===== src/rtl/regfile_wb_scheduler_if.sv =====
// Bundle of write-back request, issue-stage hazard query and register file write signals.
// The bypass outputs exist only when REGFILE_WB_BYPASS_EN is defined.
interface regfile_wb_scheduler_if #(
    parameter int DATA_W = 32,
    parameter int ADDR_W = 4
);
    // Handshake: a requester raises *_valid with stable dest/data and holds them
    // until it sees *_ready high in the same cycle; valid&ready is the transfer.
    logic              alu_valid;
    logic              alu_ready;
    logic [ADDR_W-1:0] alu_dest;
    logic [DATA_W-1:0] alu_data;
    logic              lsu_valid;
    logic              lsu_ready;
    logic [ADDR_W-1:0] lsu_dest;
    logic [DATA_W-1:0] lsu_data;
    logic              issue_valid;
    logic [ADDR_W-1:0] issue_dest;
    logic              flush;
    logic [ADDR_W-1:0] src1_idx;
    logic [ADDR_W-1:0] src2_idx;
    logic              src1_busy;
    logic              src2_busy;
    logic              dest_busy;
    logic              rf_we;
    logic [ADDR_W-1:0] rf_waddr;
    logic [DATA_W-1:0] rf_wdata;
`ifdef REGFILE_WB_BYPASS_EN
    logic              src1_byp_en;
    logic              src2_byp_en;
    logic [DATA_W-1:0] src1_byp_data;
    logic [DATA_W-1:0] src2_byp_data;

    modport slave (
        input  alu_valid, alu_dest, alu_data, lsu_valid, lsu_dest, lsu_data,
        input  issue_valid, issue_dest, flush, src1_idx, src2_idx,
        output alu_ready, lsu_ready, src1_busy, src2_busy, dest_busy,
        output rf_we, rf_waddr, rf_wdata,
        output src1_byp_en, src2_byp_en, src1_byp_data, src2_byp_data
    );
    modport master (
        output alu_valid, alu_dest, alu_data, lsu_valid, lsu_dest, lsu_data,
        output issue_valid, issue_dest, flush, src1_idx, src2_idx,
        input  alu_ready, lsu_ready, src1_busy, src2_busy, dest_busy,
        input  rf_we, rf_waddr, rf_wdata,
        input  src1_byp_en, src2_byp_en, src1_byp_data, src2_byp_data
    );
`else
    modport slave (
        input  alu_valid, alu_dest, alu_data, lsu_valid, lsu_dest, lsu_data,
        input  issue_valid, issue_dest, flush, src1_idx, src2_idx,
        output alu_ready, lsu_ready, src1_busy, src2_busy, dest_busy,
        output rf_we, rf_waddr, rf_wdata
    );
    modport master (
        output alu_valid, alu_dest, alu_data, lsu_valid, lsu_dest, lsu_data,
        output issue_valid, issue_dest, flush, src1_idx, src2_idx,
        input  alu_ready, lsu_ready, src1_busy, src2_busy, dest_busy,
        input  rf_we, rf_waddr, rf_wdata
    );
`endif
endinterface


===== src/rtl/regfile_wb_scheduler.sv =====
// Round-robin arbiter for the register file write port (ALU vs load) plus pending-write scoreboard.
// Optional same-cycle write bypass to the issue stage is enabled by REGFILE_WB_BYPASS_EN.
module regfile_wb_scheduler #(
    parameter int DATA_W = 32,
    parameter int ADDR_W = 4,
    parameter int NREG   = 16
) (
    input logic                    clk,
    input logic                    rst_n,
    regfile_wb_scheduler_if.slave  bus
);
    logic              rr_last_lsu;
    logic              grant_alu;
    logic              grant_lsu;
    logic              accept;
    logic              wr_real;
    logic [ADDR_W-1:0] sel_dest;
    logic [DATA_W-1:0] sel_data;
    logic              rf_we;
    logic [ADDR_W-1:0] rf_waddr;
    logic [DATA_W-1:0] rf_wdata;
    logic [NREG-1:0]   pending;
    logic [NREG-1:0]   pending_nxt;
    logic              byp1;
    logic              byp2;

    // Ties go to whoever was not granted last; a lone requester always wins.
    always_comb begin
        grant_alu = bus.alu_valid && (!bus.lsu_valid || rr_last_lsu);
        grant_lsu = bus.lsu_valid && !grant_alu;
        accept    = grant_alu || grant_lsu;
        sel_dest  = grant_lsu ? bus.lsu_dest : bus.alu_dest;
        sel_data  = grant_lsu ? bus.lsu_data : bus.alu_data;
        wr_real   = accept && (sel_dest != '0);
    end

    assign bus.alu_ready = grant_alu;
    assign bus.lsu_ready = grant_lsu;

    always_ff @(posedge clk or negedge rst_n) begin
        if (!rst_n) begin
            rf_we       <= 1'b0;
            rf_waddr    <= '0;
            rf_wdata    <= '0;
            rr_last_lsu <= 1'b1;
            pending     <= '0;
        end else begin
            rf_we <= wr_real;
            if (wr_real) begin
                rf_waddr <= sel_dest;
                rf_wdata <= sel_data;
            end
            if (accept) begin
                rr_last_lsu <= grant_lsu;
            end
            pending <= pending_nxt;
        end
    end

    // Order matters: retire clear, then issue set (set wins), then flush over everything.
    always_comb begin
        pending_nxt = pending;
        if (rf_we) begin
            pending_nxt[rf_waddr] = 1'b0;
        end
        if (bus.issue_valid && (bus.issue_dest != '0)) begin
            pending_nxt[bus.issue_dest] = 1'b1;
        end
        if (bus.flush) begin
            pending_nxt = '0;
        end
        pending_nxt[0] = 1'b0;
    end

    assign bus.rf_we    = rf_we;
    assign bus.rf_waddr = rf_waddr;
    assign bus.rf_wdata = rf_wdata;

`ifdef REGFILE_WB_BYPASS_EN
    assign byp1 = rf_we && (rf_waddr == bus.src1_idx) && (bus.src1_idx != '0);
    assign byp2 = rf_we && (rf_waddr == bus.src2_idx) && (bus.src2_idx != '0);
    assign bus.src1_byp_en   = byp1;
    assign bus.src2_byp_en   = byp2;
    assign bus.src1_byp_data = rf_wdata;
    assign bus.src2_byp_data = rf_wdata;
`else
    assign byp1 = 1'b0;
    assign byp2 = 1'b0;
`endif

    assign bus.src1_busy = pending[bus.src1_idx] && !byp1;
    assign bus.src2_busy = pending[bus.src2_idx] && !byp2;
    assign bus.dest_busy = pending[bus.issue_dest];
endmodule


===== src/flat_wrapper.sv =====
// flat-port wrapper written by rule: the top's interface ports become plain ports
module regfile_wb_scheduler_flat 
#(
    parameter int DATA_W = 32,
    parameter int ADDR_W = 4,
    parameter int NREG   = 16
)
  (clk, rst_n, bus_alu_valid, bus_alu_dest, bus_alu_data, bus_lsu_valid, bus_lsu_dest, bus_lsu_data, bus_issue_valid, bus_issue_dest, bus_flush, bus_src1_idx, bus_src2_idx, bus_alu_ready, bus_lsu_ready, bus_src1_busy, bus_src2_busy, bus_dest_busy, bus_rf_we, bus_rf_waddr, bus_rf_wdata);
  regfile_wb_scheduler_if #(.DATA_W(DATA_W), .ADDR_W(ADDR_W)) bus_i ();
  input logic clk;
  input logic rst_n;
  input wire logic [$bits(bus_i.alu_valid)-1:0] bus_alu_valid;
  input wire logic [$bits(bus_i.alu_dest)-1:0] bus_alu_dest;
  input wire logic [$bits(bus_i.alu_data)-1:0] bus_alu_data;
  input wire logic [$bits(bus_i.lsu_valid)-1:0] bus_lsu_valid;
  input wire logic [$bits(bus_i.lsu_dest)-1:0] bus_lsu_dest;
  input wire logic [$bits(bus_i.lsu_data)-1:0] bus_lsu_data;
  input wire logic [$bits(bus_i.issue_valid)-1:0] bus_issue_valid;
  input wire logic [$bits(bus_i.issue_dest)-1:0] bus_issue_dest;
  input wire logic [$bits(bus_i.flush)-1:0] bus_flush;
  input wire logic [$bits(bus_i.src1_idx)-1:0] bus_src1_idx;
  input wire logic [$bits(bus_i.src2_idx)-1:0] bus_src2_idx;
  output wire logic [$bits(bus_i.alu_ready)-1:0] bus_alu_ready;
  output wire logic [$bits(bus_i.lsu_ready)-1:0] bus_lsu_ready;
  output wire logic [$bits(bus_i.src1_busy)-1:0] bus_src1_busy;
  output wire logic [$bits(bus_i.src2_busy)-1:0] bus_src2_busy;
  output wire logic [$bits(bus_i.dest_busy)-1:0] bus_dest_busy;
  output wire logic [$bits(bus_i.rf_we)-1:0] bus_rf_we;
  output wire logic [$bits(bus_i.rf_waddr)-1:0] bus_rf_waddr;
  output wire logic [$bits(bus_i.rf_wdata)-1:0] bus_rf_wdata;
  assign bus_i.alu_valid = bus_alu_valid;
  assign bus_i.alu_dest = bus_alu_dest;
  assign bus_i.alu_data = bus_alu_data;
  assign bus_i.lsu_valid = bus_lsu_valid;
  assign bus_i.lsu_dest = bus_lsu_dest;
  assign bus_i.lsu_data = bus_lsu_data;
  assign bus_i.issue_valid = bus_issue_valid;
  assign bus_i.issue_dest = bus_issue_dest;
  assign bus_i.flush = bus_flush;
  assign bus_i.src1_idx = bus_src1_idx;
  assign bus_i.src2_idx = bus_src2_idx;
  assign bus_alu_ready = bus_i.alu_ready;
  assign bus_lsu_ready = bus_i.lsu_ready;
  assign bus_src1_busy = bus_i.src1_busy;
  assign bus_src2_busy = bus_i.src2_busy;
  assign bus_dest_busy = bus_i.dest_busy;
  assign bus_rf_we = bus_i.rf_we;
  assign bus_rf_waddr = bus_i.rf_waddr;
  assign bus_rf_wdata = bus_i.rf_wdata;
  regfile_wb_scheduler #(.DATA_W(DATA_W), .ADDR_W(ADDR_W), .NREG(NREG)) u_core (.clk(clk), .rst_n(rst_n), .bus(bus_i));
endmodule

===== config.mk =====
export PLATFORM = sky130hd
export DESIGN_NAME = regfile_wb_scheduler_flat
export DESIGN_NICKNAME = d
export VERILOG_FILES = /design/src/rtl/regfile_wb_scheduler_if.sv /design/src/rtl/regfile_wb_scheduler.sv /design/src/flat_wrapper.sv
export SDC_FILE = /design/constraint.sdc
export NUM_CORES = 1
export LEC_CHECK = 0
export CAP_MARGIN = 20
export CORE_AREA = 2 2 88 90
export DETAILED_ROUTE_END_ITERATION = 12
export DIE_AREA = 0 0 90 92
export HOLD_SLACK_MARGIN = 0.02
export PLACE_DENSITY = 0.86
export SLEW_MARGIN = 10
export SYNTH_ARGS = -nofsm -noshare
export SYNTH_HDL_FRONTEND = slang
export SYNTH_SLANG_ARGS = --single-unit

===== constraint.sdc =====
create_clock -name clk -period 2.2 [get_ports clk]
set_input_delay 0.33 -clock clk [delete_from_list [all_inputs] [get_ports clk]]
set_output_delay 0.33 -clock clk [all_outputs]
set_load 0.02 [all_outputs]

**Word-level counts from Yosys, hierarchy flattened**

Index checks and enable logic that the tools add are counted.

- Bits in registers: 53
- Input bits: 90
- Memory bits (read-only): 0
- Bits in writable memories: 0
- Memories kept: 0
- Word-level logic and storage cells: 41
- Bits in latches: 0
- Output and inout bits: 42

- Divide/modulo/power cells: 0
- $mul: 0
- Bitwise operators: 3
- $lt $le $gt $ge: 6
- Reduce and logical (&&, ||, !) cells: 12
- Add/subtract/negate cells: 0
- Eq/ne operators: 0
- Muxes and demuxes: 15
- Shift operators: 0

Operators with widths:

| operator | number |
|---|---|
| 16-bit two-way mux | 3 |
| 32-bit two-way mux | 1 |
| 4-bit by 5-bit less-than comparator with 1-bit output, second input constant | 4 |
| 16-bit bitwise AND | 1 |
| 16-bit inverter | 1 |
| 16-bit OR | 1 |
| 1-bit binary-select mux with 4-bit select | 3 |
| 1-bit demux with 4-bit select | 2 |
| 4-bit by 1-bit greater-or-equal comparator with 1-bit output, second input constant | 2 |
| 4-bit nonzero test | 2 |
| 1-bit logical AND | 6 |
| 1-bit two-way mux | 5 |
| 4-bit two-way mux | 1 |
| 1-bit zero test | 2 |
| 1-bit logical OR | 2 |

**Logic depth before layout (Yosys ltp)**

- Word-level depth: 10
- Mapped depth: 5
- Gate-level depth less buffers: 4

**Least setup slack after synthesis**

No wires, ideal clock.

- Path kind: input-to-output
- From: input port bus_src1_idx[2]
- To: output port bus_src1_busy
- Stages on the path: 4
- Required time: 1870 ps
- Buffers on the path: 1
- Arrival time: 1621 ps
- Setup slack: 249 ps
- Path through: clkbuf_1 mux2i_1 mux4_2 o21ai_0

- Longest elaborated chain between the ends: 2

Ends and longest elaborated chain:

| what | RTL line | text |
|---|---|---|
| start, declared | flat_wrapper.sv:21 | `input wire logic [$bits(bus_i.src1_idx)-1:0] bus_src1_idx;` |
| 1-bit binary-select mux with 4-bit select | regfile_wb_scheduler.sv:91 | `assign bus.src1_busy = pending[bus.src1_idx] && !byp1;` |
| 1-bit two-way mux (not written as such) | regfile_wb_scheduler.sv:91 |  |
| end, declared | flat_wrapper.sv:25 | `output wire logic [$bits(bus_i.src1_busy)-1:0] bus_src1_busy;` |

No other way between the ends. The select of a mux whose other input is x is not followed.

**Worst setup path in the final report**

- From: register u_core.pending[10]
- To: output port bus_src1_busy

- Longest elaborated chain between the ends: 2

Ends and longest elaborated chain:

| what | RTL line | text |
|---|---|---|
| start, declared | regfile_wb_scheduler.sv:22 | `logic [NREG-1:0] pending;` |
| start signal, assigned | regfile_wb_scheduler.sv:56 | `pending <= pending_nxt;` |
| 1-bit binary-select mux with 4-bit select | regfile_wb_scheduler.sv:91 |  |
| 1-bit two-way mux (not written as such) | regfile_wb_scheduler.sv:91 |  |

No other way between the ends. The select of a mux whose other input is x is not followed.

==> run metrics <==
Tmin final approximately 2.2 ns; largest net degree at the start of global routing 54; Crit Path Category reg2out; arrival time worst endpoint between 1.5 and 2 ns; root buf cell clkbuf_8; ant diodes 0; Rows 32; nature of the critical path startpoint flop; status complete, no violations; Hold WC Path Type in2async; clk slew on worst S/H paths approximately 0.09 ns; maximum buffer depth of the clock tree 2; area of the mapped netlist 3045 µm²; Finished Cell Area between 4000 and 5000 µm²; sequential area share after synthesis 0.4359; H-tree depth 2; Final period util 0.9908; synthesized flop and latch total 53; I/O Pins ~130; crit-path cells buf_6, mux4_2, mux2_2, nand2_1, o21ai_0, buf_2; worst r2r path cells 5; Critical Path Fanout Max 3; Mean Syn Cell Area between 10 and 15 µm²; layout cells sized above 1 0.3048; Num CTS Buffers 5; Final Hold Vio Count 0; Die Wd 90 µm; die area between 8000 and 9000 µm²; Post-Route Setup TNS 0 ns; Remaining Overflow, GRT 0; Max Freq 458.8 MHz; Cell Pwr Density ~560 nW/µm²; fin cells between 400 and 500; starting DRC count in detailed routing around 120; Reg-to-Reg End u_core.bus.rf_wdata[2]$_DFFE_PN0P_; drt wl/cell approximately 17 µm; R2R Setup Slk between 0.3 and 0.4 ns; first-pass GRT wire length approximately 14 mm; via count between 2000 and 3000; Clock Latency Late Sink approximately 0.30 ns; reg-to-reg startpoint u_core.rr_last_lsu$_DFFE_PN1P_; I/O Buffers 131; critical path data required time roughly 1.9 ns; CP endpoint kind primary output; GRT Overall Usage 0.2117; Post-Route Skew roughly 0.0055 ns; CP max stage cell dfrtp_1; Synth cell types 30; RSZ-0062 raised after global routing true; number of antenna violations at the first check in global routing 0; Die Ht 92 µm; max-slew violations 0; Slew headroom 0.5484; total of max-cap violations 0; RePlAce Congestion about 0.94; Worst-Margin Slew between 0.6 and 0.7 ns; core area approximately 7400 µm²; CTS Sinks 53; post-route ant nets 0; Leak a little under 2 nW; Area after DPL 4603 µm²; CTS tree built; Synth Warn # 0; nets about 490; Vias/cell 5.186; placed cell count approximately 500; Initial Util 0.4089; setup violators final 0; Post-DP HPWL 6.648 mm; worst vdd ir between 300 and 400 µV; final hold slack roughly 0.16 ns; vias in the first global route 2919; total wire length ~8.5 mm; Mapped Cells around 240; syn_nets 333; Core Util, Final 0.6317; Area Overhead vs Synth 54.48%; residual DRC count 0; slowest cell delay on critical path roughly 0.43 ns; DR pass1 iterations 5
## per-stage QoR
| stage | setup slack [ns] | power [mW] |
|---|---|---|
| final | 0.02028 | 2.648 |
| after global routing | -0.05188 | 2.773 |
| after floorplan | 0.2487 | 1.618 |
| after global placement | -0.4467 | 2.103 |
| after detailed placement | -0.4815 | 2.120 |
| after CTS | -0.04639 | 2.670 |
## area by class of cell
type	instances	area, µm²
Sequential cell	53	1328
Fill cell	598	2743
Tap cell	102	127.6
Clock buffer	5	68.82
Inverter	4	15.01
Timing Repair Buffer	158	1514
Clock inverter	3	22.52
Multi-Input combinational cell	174	1629
## state kept, by name, summed over array words and instances (netlist names)
| name | flops |
|---|---|
| u_core.bus.rf_wdata | 32 |
| u_core.rr_last_lsu | 1 |
| u_core.bus.rf_we | 1 |
| u_core.pending | 15 |
| u_core.bus.rf_waddr | 4 |
## Yosys cell counts
cell      instances  area share
a21boi_4          1      0.0062
dfstp_2           1      0.0086
inv_1             4      0.0049
nand2_1          22       0.027
nand3_1           8       0.013
nor2_1            3      0.0037
mux2i_1           6       0.020
nor2_2            1      0.0021
nand4_1           1      0.0021
a21boi_0          1      0.0025
nor2b_1           4      0.0082
clkbuf_1          4      0.0049
o31ai_1           1      0.0025
a211oi_4          1      0.0066
buf_2             5      0.0082
o211ai_1          3      0.0074
a21oi_1          17       0.028
mux2_4           26        0.13
o21ai_0          17       0.028
nor3b_1           2      0.0049
buf_6             3       0.011
and3_1            2      0.0041
nor4_1            1      0.0021
a221oi_1          1      0.0029
nand3b_1          2      0.0049
or4_1             1      0.0025
and3b_1           1      0.0029
mux4_2            9       0.067
mux2_2           43        0.16
dfrtp_1          52        0.43
## repair_timing
action	4_1_cts	5_1_grt
endpoints found under the setup margin	5	2
hold buffers	0	0
buffers inserted	1	3
gates resized for setup	18	4
## report_power, final
| part | internal (mW) | switching, mW | total [mW] |
|---|---|---|---|
| registers | 1.08 | 0.0774 | 1.16 |
| logic | 0.551 | 0.390 | 0.941 |
| clock network | 0.224 | 0.326 | 0.550 |
## worst max-delay path: cells and delay by family (launching register included)
kind	cells	cell delay [ns]
flops	1	0.43
buf+inv	2	0.30
compound gates	1	0.06
simple gates	1	0.06
mux	2	0.70
## worst max-delay path by stage
stage | from | to | cells after the start
after CTS | u_core.pending[14]$_DFF_PN0_ | bus_src2_busy | 5
final | u_core.pending[10]$_DFF_PN0_ | bus_src1_busy | 6
after global placement | bus_src2_idx[0] | bus_src2_busy | 6
after floorplan | bus_src1_idx[2] | bus_src1_busy | 4
after detailed placement | bus_src2_idx[0] | bus_src2_busy | 6
after global routing | u_core.pending[10]$_DFF_PN0_ | bus_src1_busy | 6
## cells by family after synthesis
logic type / share of synthesized area
AOI/OAI and AO/OA: 0.08381
buffers and inverters: 0.02917
DFF: 0.4359
and+or+nand+nor: 0.07765
muxes: 0.3735
## per-layer routing
metal  up-vias  GRT usage  routed length [µm]
met1      1249     0.2664                3498
li1       1195          -                   -
met2       128     0.3477                4082
met4         0    0.07308                 180
met3        16    0.06491                 768
met5         -          0                   0
## layout by cell type, fill, tap and decap left out, types with 6 or more instances in the layout
cell type,synthesis,final
buf_4,0,24
dlygate4sd2_1,0,7
mux4_2,9,9
nand3_1,8,8
mux2_4,26,26
dfrtp_1,52,52
mux2i_1,6,6
mux2_2,43,43
clkdlybuf4s50_1,0,120
nand2_1,22,22
a21oi_1,17,17
o21ai_0,17,17
Power figures use the tool's default switching activity.
